## src/rtl/vchess_pkg.sv

```systemverilog
// vchess_pkg: shared piece codes, piece values, score type and square indexing.
`ifndef PIECE_BITS
`define PIECE_BITS 4
`endif
`ifndef MAX_POSITIONS
`define MAX_POSITIONS 32
`endif
package vchess_pkg;
    localparam int PIECE_WIDTH = `PIECE_BITS;
    localparam int SIDE_WIDTH = PIECE_WIDTH * 8;
    localparam int BOARD_WIDTH = SIDE_WIDTH * 8;
    localparam int MAX_POSITIONS = `MAX_POSITIONS;
    localparam int MAX_POSITIONS_LOG2 = $clog2(MAX_POSITIONS);
    localparam int SCORE_WIDTH = 16;

    typedef logic signed [SCORE_WIDTH-1:0] score_t;

    localparam logic [PIECE_WIDTH-1:0] EMPTY_POSN = 0;
    localparam logic [PIECE_WIDTH-1:0] PAWN = 1;
    localparam logic [PIECE_WIDTH-1:0] KNIT = 2;
    localparam logic [PIECE_WIDTH-1:0] BISH = 3;
    localparam logic [PIECE_WIDTH-1:0] ROOK = 4;
    localparam logic [PIECE_WIDTH-1:0] QUEN = 5;
    localparam logic [PIECE_WIDTH-1:0] KING = 6;
    localparam logic [PIECE_WIDTH-1:0] BLACK_BIT = 8;

    localparam score_t PAWN_VALUE = 100;
    localparam score_t KNIGHT_VALUE = 300;
    localparam score_t BISHOP_VALUE = 300;
    localparam score_t ROOK_VALUE = 500;
    localparam score_t QUEEN_VALUE = 900;
    localparam score_t KING_VALUE = 0;
    localparam score_t CENTER_BONUS = 10;

    typedef enum logic [2:0] {IDLE, SCAN, DRAIN, RESULT, CLEAR, WAIT_LOW} state_t;

    // rank 0 is white's back rank, col 0 is the a-file
    function automatic int sq_index(input int rank, input int col);
        return rank * 8 + col;
    endfunction
endpackage

```

## src/rtl/material_eval.sv

```systemverilog
// material_eval: combinational board-to-score, white positive.
// MOVE_PICKER_CENTER_BONUS_EN adds +-10 per pawn/knight on d4, e4, d5, e5.
module material_eval import vchess_pkg::*; (
    input  logic [BOARD_WIDTH-1:0] board,
    output score_t                 score
);
    function automatic score_t value_of(input logic [PIECE_WIDTH-1:0] p);
        logic [PIECE_WIDTH-1:0] t;
        score_t v;
        t = p & ~BLACK_BIT;
        v = t == PAWN ? PAWN_VALUE : t == KNIT ? KNIGHT_VALUE : t == BISH ? BISHOP_VALUE :
            t == ROOK ? ROOK_VALUE : t == QUEN ? QUEEN_VALUE : t == KING ? KING_VALUE : '0;
        return (p & BLACK_BIT) != '0 ? -v : v;
    endfunction

`ifdef MOVE_PICKER_CENTER_BONUS_EN
    function automatic score_t bonus_of(input logic [PIECE_WIDTH-1:0] p);
        logic [PIECE_WIDTH-1:0] t;
        t = p & ~BLACK_BIT;
        return (t == PAWN || t == KNIT) ? ((p & BLACK_BIT) != '0 ? -CENTER_BONUS : CENTER_BONUS) : '0;
    endfunction
`endif

    always_comb begin
        score = '0;
        for (int r = 0; r < 8; r++)
            for (int c = 0; c < 8; c++) begin
                score = score + value_of(board[sq_index(r, c)*PIECE_WIDTH +: PIECE_WIDTH]);
`ifdef MOVE_PICKER_CENTER_BONUS_EN
                if ((r == 3 || r == 4) && (c == 3 || c == 4))
                    score = score + bonus_of(board[sq_index(r, c)*PIECE_WIDTH +: PIECE_WIDTH]);
`endif
            end
    end
endmodule

```

## src/rtl/move_picker.sv

```systemverilog
// move_picker: scans the move RAM, keeps the best-scoring move for the side that moved.
// Center bonus scoring is enabled in material_eval by MOVE_PICKER_CENTER_BONUS_EN.
module move_picker import vchess_pkg::*; (
    input  logic                          clk,
    input  logic                          reset,
    input  logic                          moves_ready,
    input  logic [MAX_POSITIONS_LOG2-1:0] move_count,
    input  logic [BOARD_WIDTH-1:0]        board_in,
    input  logic                          white_to_move_in,
    input  logic [3:0]                    castle_mask_in,
    input  logic [3:0]                    en_passant_col_in,
    output logic [MAX_POSITIONS_LOG2-1:0] move_index,
    output logic                          clear_moves,
    output logic                          best_valid,
    input  logic                          best_ack,
    output logic                          no_moves,
    output logic [MAX_POSITIONS_LOG2-1:0] best_index,
    output score_t                        best_score,
    output logic [BOARD_WIDTH-1:0]        best_board,
    output logic                          best_white_to_move,
    output logic [3:0]                    best_castle_mask,
    output logic [3:0]                    best_en_passant_col
);
    state_t state, state_next;
    logic [MAX_POSITIONS_LOG2-1:0] count_q, idx1, idx2;
    logic last_q, drain_q, d1, d2, first_q, mover, wtm_q, better;
    logic [3:0] castle_q, ep_q;
    logic [BOARD_WIDTH-1:0] board_q;
    score_t score_c, score_q;

    material_eval u_eval (.board(board_in), .score(score_c));

    always_ff @(posedge clk)
        state <= reset ? IDLE : state_next;

    always_comb begin
        state_next = state;
        case (state)
            IDLE:     state_next = moves_ready ? (move_count == '0 ? RESULT : SCAN) : IDLE;
            SCAN:     state_next = last_q ? DRAIN : SCAN;
            DRAIN:    state_next = drain_q ? RESULT : DRAIN;
            RESULT:   state_next = best_ack ? CLEAR : RESULT;
            CLEAR:    state_next = WAIT_LOW;
            WAIT_LOW: state_next = moves_ready ? WAIT_LOW : IDLE;
            default:  state_next = IDLE;
        endcase
    end

    always_comb begin
        best_valid = state == RESULT;
        clear_moves = state == CLEAR;
        better = first_q || (mover ? score_q > best_score : score_q < best_score);
    end

    // d1 marks board_in valid, d2 marks score_q valid; idx/board follow alongside
    always_ff @(posedge clk) begin
        idx1 <= move_index;
        idx2 <= idx1;
        score_q <= score_c;
        board_q <= board_in;
        wtm_q <= white_to_move_in;
        castle_q <= castle_mask_in;
        ep_q <= en_passant_col_in;
    end

    always_ff @(posedge clk) begin
        if (reset) begin
            move_index <= '0;
            count_q <= '0;
            last_q <= 1'b0;
            drain_q <= 1'b0;
            d1 <= 1'b0;
            d2 <= 1'b0;
            first_q <= 1'b0;
            mover <= 1'b0;
            no_moves <= 1'b0;
            best_index <= '0;
            best_score <= '0;
            best_board <= '0;
            best_white_to_move <= 1'b0;
            best_castle_mask <= '0;
            best_en_passant_col <= '0;
        end else begin
            d1 <= state == SCAN && !last_q;
            d2 <= d1;
            drain_q <= state == DRAIN && !drain_q;
            if (state == IDLE && moves_ready) begin
                move_index <= '0;
                count_q <= move_count;
                last_q <= 1'b0;
                first_q <= 1'b1;
                no_moves <= move_count == '0;
                best_index <= '0;
                best_score <= '0;
                best_board <= '0;
                best_white_to_move <= 1'b0;
                best_castle_mask <= '0;
                best_en_passant_col <= '0;
            end
            if (state == SCAN && !last_q) begin
                last_q <= move_index == count_q - 1'b1;
                if (move_index != count_q - 1'b1) move_index <= move_index + 1'b1;
            end
            // mover comes from entry 0, which always loads as the first candidate
            if (d2 && better) begin
                first_q <= 1'b0;
                mover <= first_q ? ~wtm_q : mover;
                best_index <= idx2;
                best_score <= score_q;
                best_board <= board_q;
                best_white_to_move <= wtm_q;
                best_castle_mask <= castle_q;
                best_en_passant_col <= ep_q;
            end
        end
    end
endmodule

```

## config.mk

```make
export PLATFORM = sky130hd
export DESIGN_NAME = move_picker
export DESIGN_NICKNAME = d
export VERILOG_FILES = /design/src/rtl/vchess_pkg.sv /design/src/rtl/material_eval.sv /design/src/rtl/move_picker.sv
export SDC_FILE = /design/constraint.sdc
export NUM_CORES = 2
export LEC_CHECK = 0
export CAP_MARGIN = 25
export CORE_MARGIN = 2
export CORE_UTILIZATION = 59
export CTS_CLUSTER_SIZE = 30
export DETAILED_ROUTE_END_ITERATION = 16
export HOLD_SLACK_MARGIN = 0.03
export PLACE_DENSITY = 0.83
export SYNTH_ARGS = -nofsm -noshare
export SYNTH_HDL_FRONTEND = slang
export SYNTH_SLANG_ARGS = --single-unit
```

## constraint.sdc

```tcl
create_clock -name clk -period 14.3 [get_ports clk]
set_clock_uncertainty 0.1 [all_clocks]
set_input_delay 2.86 -clock clk [delete_from_list [all_inputs] [get_ports clk]]
set_output_delay 2.86 -clock clk [all_outputs]
set_load 0.01 [all_outputs]
```

==> impl_metrics.json <==
{
  "rr_startpoint": "best_score[2]",
  "root_buffer": "clkbuf_16",
  "clkTransAtPathRegs_ns": 0.07,
  "cts_hold_repair.buffers": 0,
  "vias": 44900,
  "numPortBuffers": 565,
  "min_from": "idx1[3]",
  "post-route-period-util": 0.861,
  "rsz0062_at_grt": "no",
  "setup_violations": 0,
  "cp-startpoint": "board_in[49]",
  "cts_tree": "done",
  "multi_input_area_um2": 36600,
  "layout_min_cycle_time_ns": 12.31,
  "min_path_type": "reg -> reg",
  "grt_antenna_before_repair": 5,
  "max_stage_delay_ns": 0.77,
  "synth_edf_count": 0,
  "mostFrequentLayoutCells": "inv_1, nand2_1, fa_1",
  "grt_pass1_vias": 44200,
  "n_fill_cell": 7090,
  "status": "completed",
  "tightest_slew_ns": 1.07,
  "yosys-top-cells-area": "fa_1, dfxtp_1, inv_1, ha_1, nand2_1",
  "antenna_left": 0,
  "dr.pass1.iters": 8,
  "postCtsSetupRepairBufs": 0,
  "drc": 0,
  "seq_area_um2": 11900,
  "critPathTopFamily": "adder cells",
  "crit_required_ns": 14.79,
  "ys_seq_elements": 593,
  "drive_gt1_frac": 0.0280,
  "grt_usage": 0.326,
  "postSynthCellCount": 6380,
  "clk-insertion-delay-late_ns": 0.72,
  "io-pin-count": 568,
  "die_x_um": 306,
  "nets": 7890,
  "cp_max_fo": 13,
  "hold_violations": 0,
  "dieArea_um2": 93500,
  "grt_pass1_wl_um": 241000,
  "dr.first_iter.drc_count": 4205,
  "final_common_cell": "inv_1",
  "setup-tns-final_ns": 0,
  "fmaxAchievable_mhz": 81.3,
  "die_y_um": 306,
  "synthFlopType": "dfxtp_1",
  "gp_congestion": 1.00,
  "grt_max_degree": 97,
  "cts_buffer_depth": 3,
  "avgSynthCellArea_um2": 8.42,
  "start_kind": "input port",
  "yosysTopAreaCellShare": 0.270,
  "vias_per_cell": 5.69,
  "yosysTopAreaCell": "fa_1",
  "cts.htree.levels": 2,
  "routed_wl_um": 152000,
  "slew_viol_final": 0,
  "critPathSlowestCell": "clkdlybuf4s50_1",
  "drv_cap": 0,
  "netlist_area_um2": 53700,
  "path_class": "in -> reg",
  "ys_async_sr_fraction": 0,
  "r2r_setup_slack_ns": 9.49,
  "maxSlewHeadroom": 0.280,
  "rows": 110,
  "synth_cell_types": 77,
  "r2r-end": "best_board[220]",
  "numCtsBuffers": 61,
  "holdPathEnd": "idx2[3]",
  "ys_warn_count": 0,
  "initial_utilization": 0.596,
  "cts_resized": 0,
  "seq_area_frac_synth": 0.221,
  "end_kind": "flip-flop",
  "coreArea_um2": 90100,
  "critPathMostFrequentCell": "fa_1",
  "path_buf_inv": 10,
  "arrival_ns": 12.80,
  "wl_per_cell_um": 19.3,
  "r2r_cells": 14,
  "overflow": 0,
  "area_delta_synth_final_pct": 14.8,
  "post-dp-hpwl_um": 123000,
  "cts_sinks": 593,
  "hold_depth": 0
}
==> layout make-up <==
class,count,area share
Tap cell,1176,0.0239
Clock buffer,81,0.0279
Clock inverter,33,0.00643
Timing Repair Buffer,585,0.0942
Sequential cell,593,0.193
Antenna cell,3,0.000122
Multi-Input combinational cell,4408,0.593
Inverter,1013,0.0617
==> per-layer routing <==
metal  wire length [um]  GRT usage  vias up  share of wire
met4               6060      0.119        4          0.040
met5                 27          0        -        0.00018
met2              73900      0.552     1697           0.48
li1                   -          -    21100              -
met1              61200      0.420    21700           0.40
met3              11300     0.0559      325          0.074
==> worst max path at each step <==
| stage | endpoint | slack (ns) | cells past startpoint |
|---|---|---|---|
| finish | score_q[15] | 1.99 | 37 |
| global route | score_q[15] | 1.47 | 37 |
| CTS | score_q[15] | 2.11 | 34 |
| detailed placement | score_q[15] | 1.35 | 37 |
| global placement | score_q[15] | 1.48 | 34 |
| floorplan | score_q[15] | 2.62 | 34 |
==> per-stage QoR <==
stage / std cells / utilization / worst slack [ns] / cell area (um2) / hold WS [ns]
2_1_floorplan: 6381 / - / 2.62 / 53700 / 0.210
3_3_place_gp: 7773 / 0.660 / 1.48 / 59500 / 0.210
3_5_place_dp: 7774 / 0.660 / 1.35 / 59500 / 0.213
4_1_cts: 7888 / 0.684 / 2.11 / 61600 / 0.228
5_1_grt: 7892 / 0.684 / 1.47 / 61700 / 0.230
6_report: 7892 / 0.684 / 1.99 / 61700 / 0.227
==> logic make-up after synthesis <==
family,Yosys count,share of synthesized area
AOI/OAI and AO/OA,1362,0.148
xor gates and xnor gates,364,0.0605
adders and majority gates,954,0.323
buffers and inverters,1380,0.0983
DFF,593,0.221
muxes,44,0.00850
other,1,0.0000698
and+or+nand+nor,1682,0.140
==> sequential cells by signal, indices dropped and copies added, names as in the netlist, 3 cells and up <==
name                 flops
best_board             256
best_castle_mask         4
best_en_passant_col      4
best_index               5
best_score              14
board_q                256
castle_q                 4
count_q                  5
ep_q                     4
idx1                     5
idx2                     5
move_index               5
score_q                 14
state                    3
==> synth_stat cells, drive strengths merged, types with 28 or more instances <==
cell,instances
a211oi,28
a21oi,528
a31oi,46
buf,52
clkbuf,315
dfxtp,593
fa,724
ha,230
inv,1012
mux2i,31
nand2,740
nand2b,92
nand3,384
nor2,263
nor3,80
o211ai,28
o21a,34
o21ai,414
o22ai,74
o31ai,33
xnor2,272
xor2,89
Power is left out: the tool's default activity adds up to more than one toggle a clock period on the data nets, which glitch-free logic cannot reach.
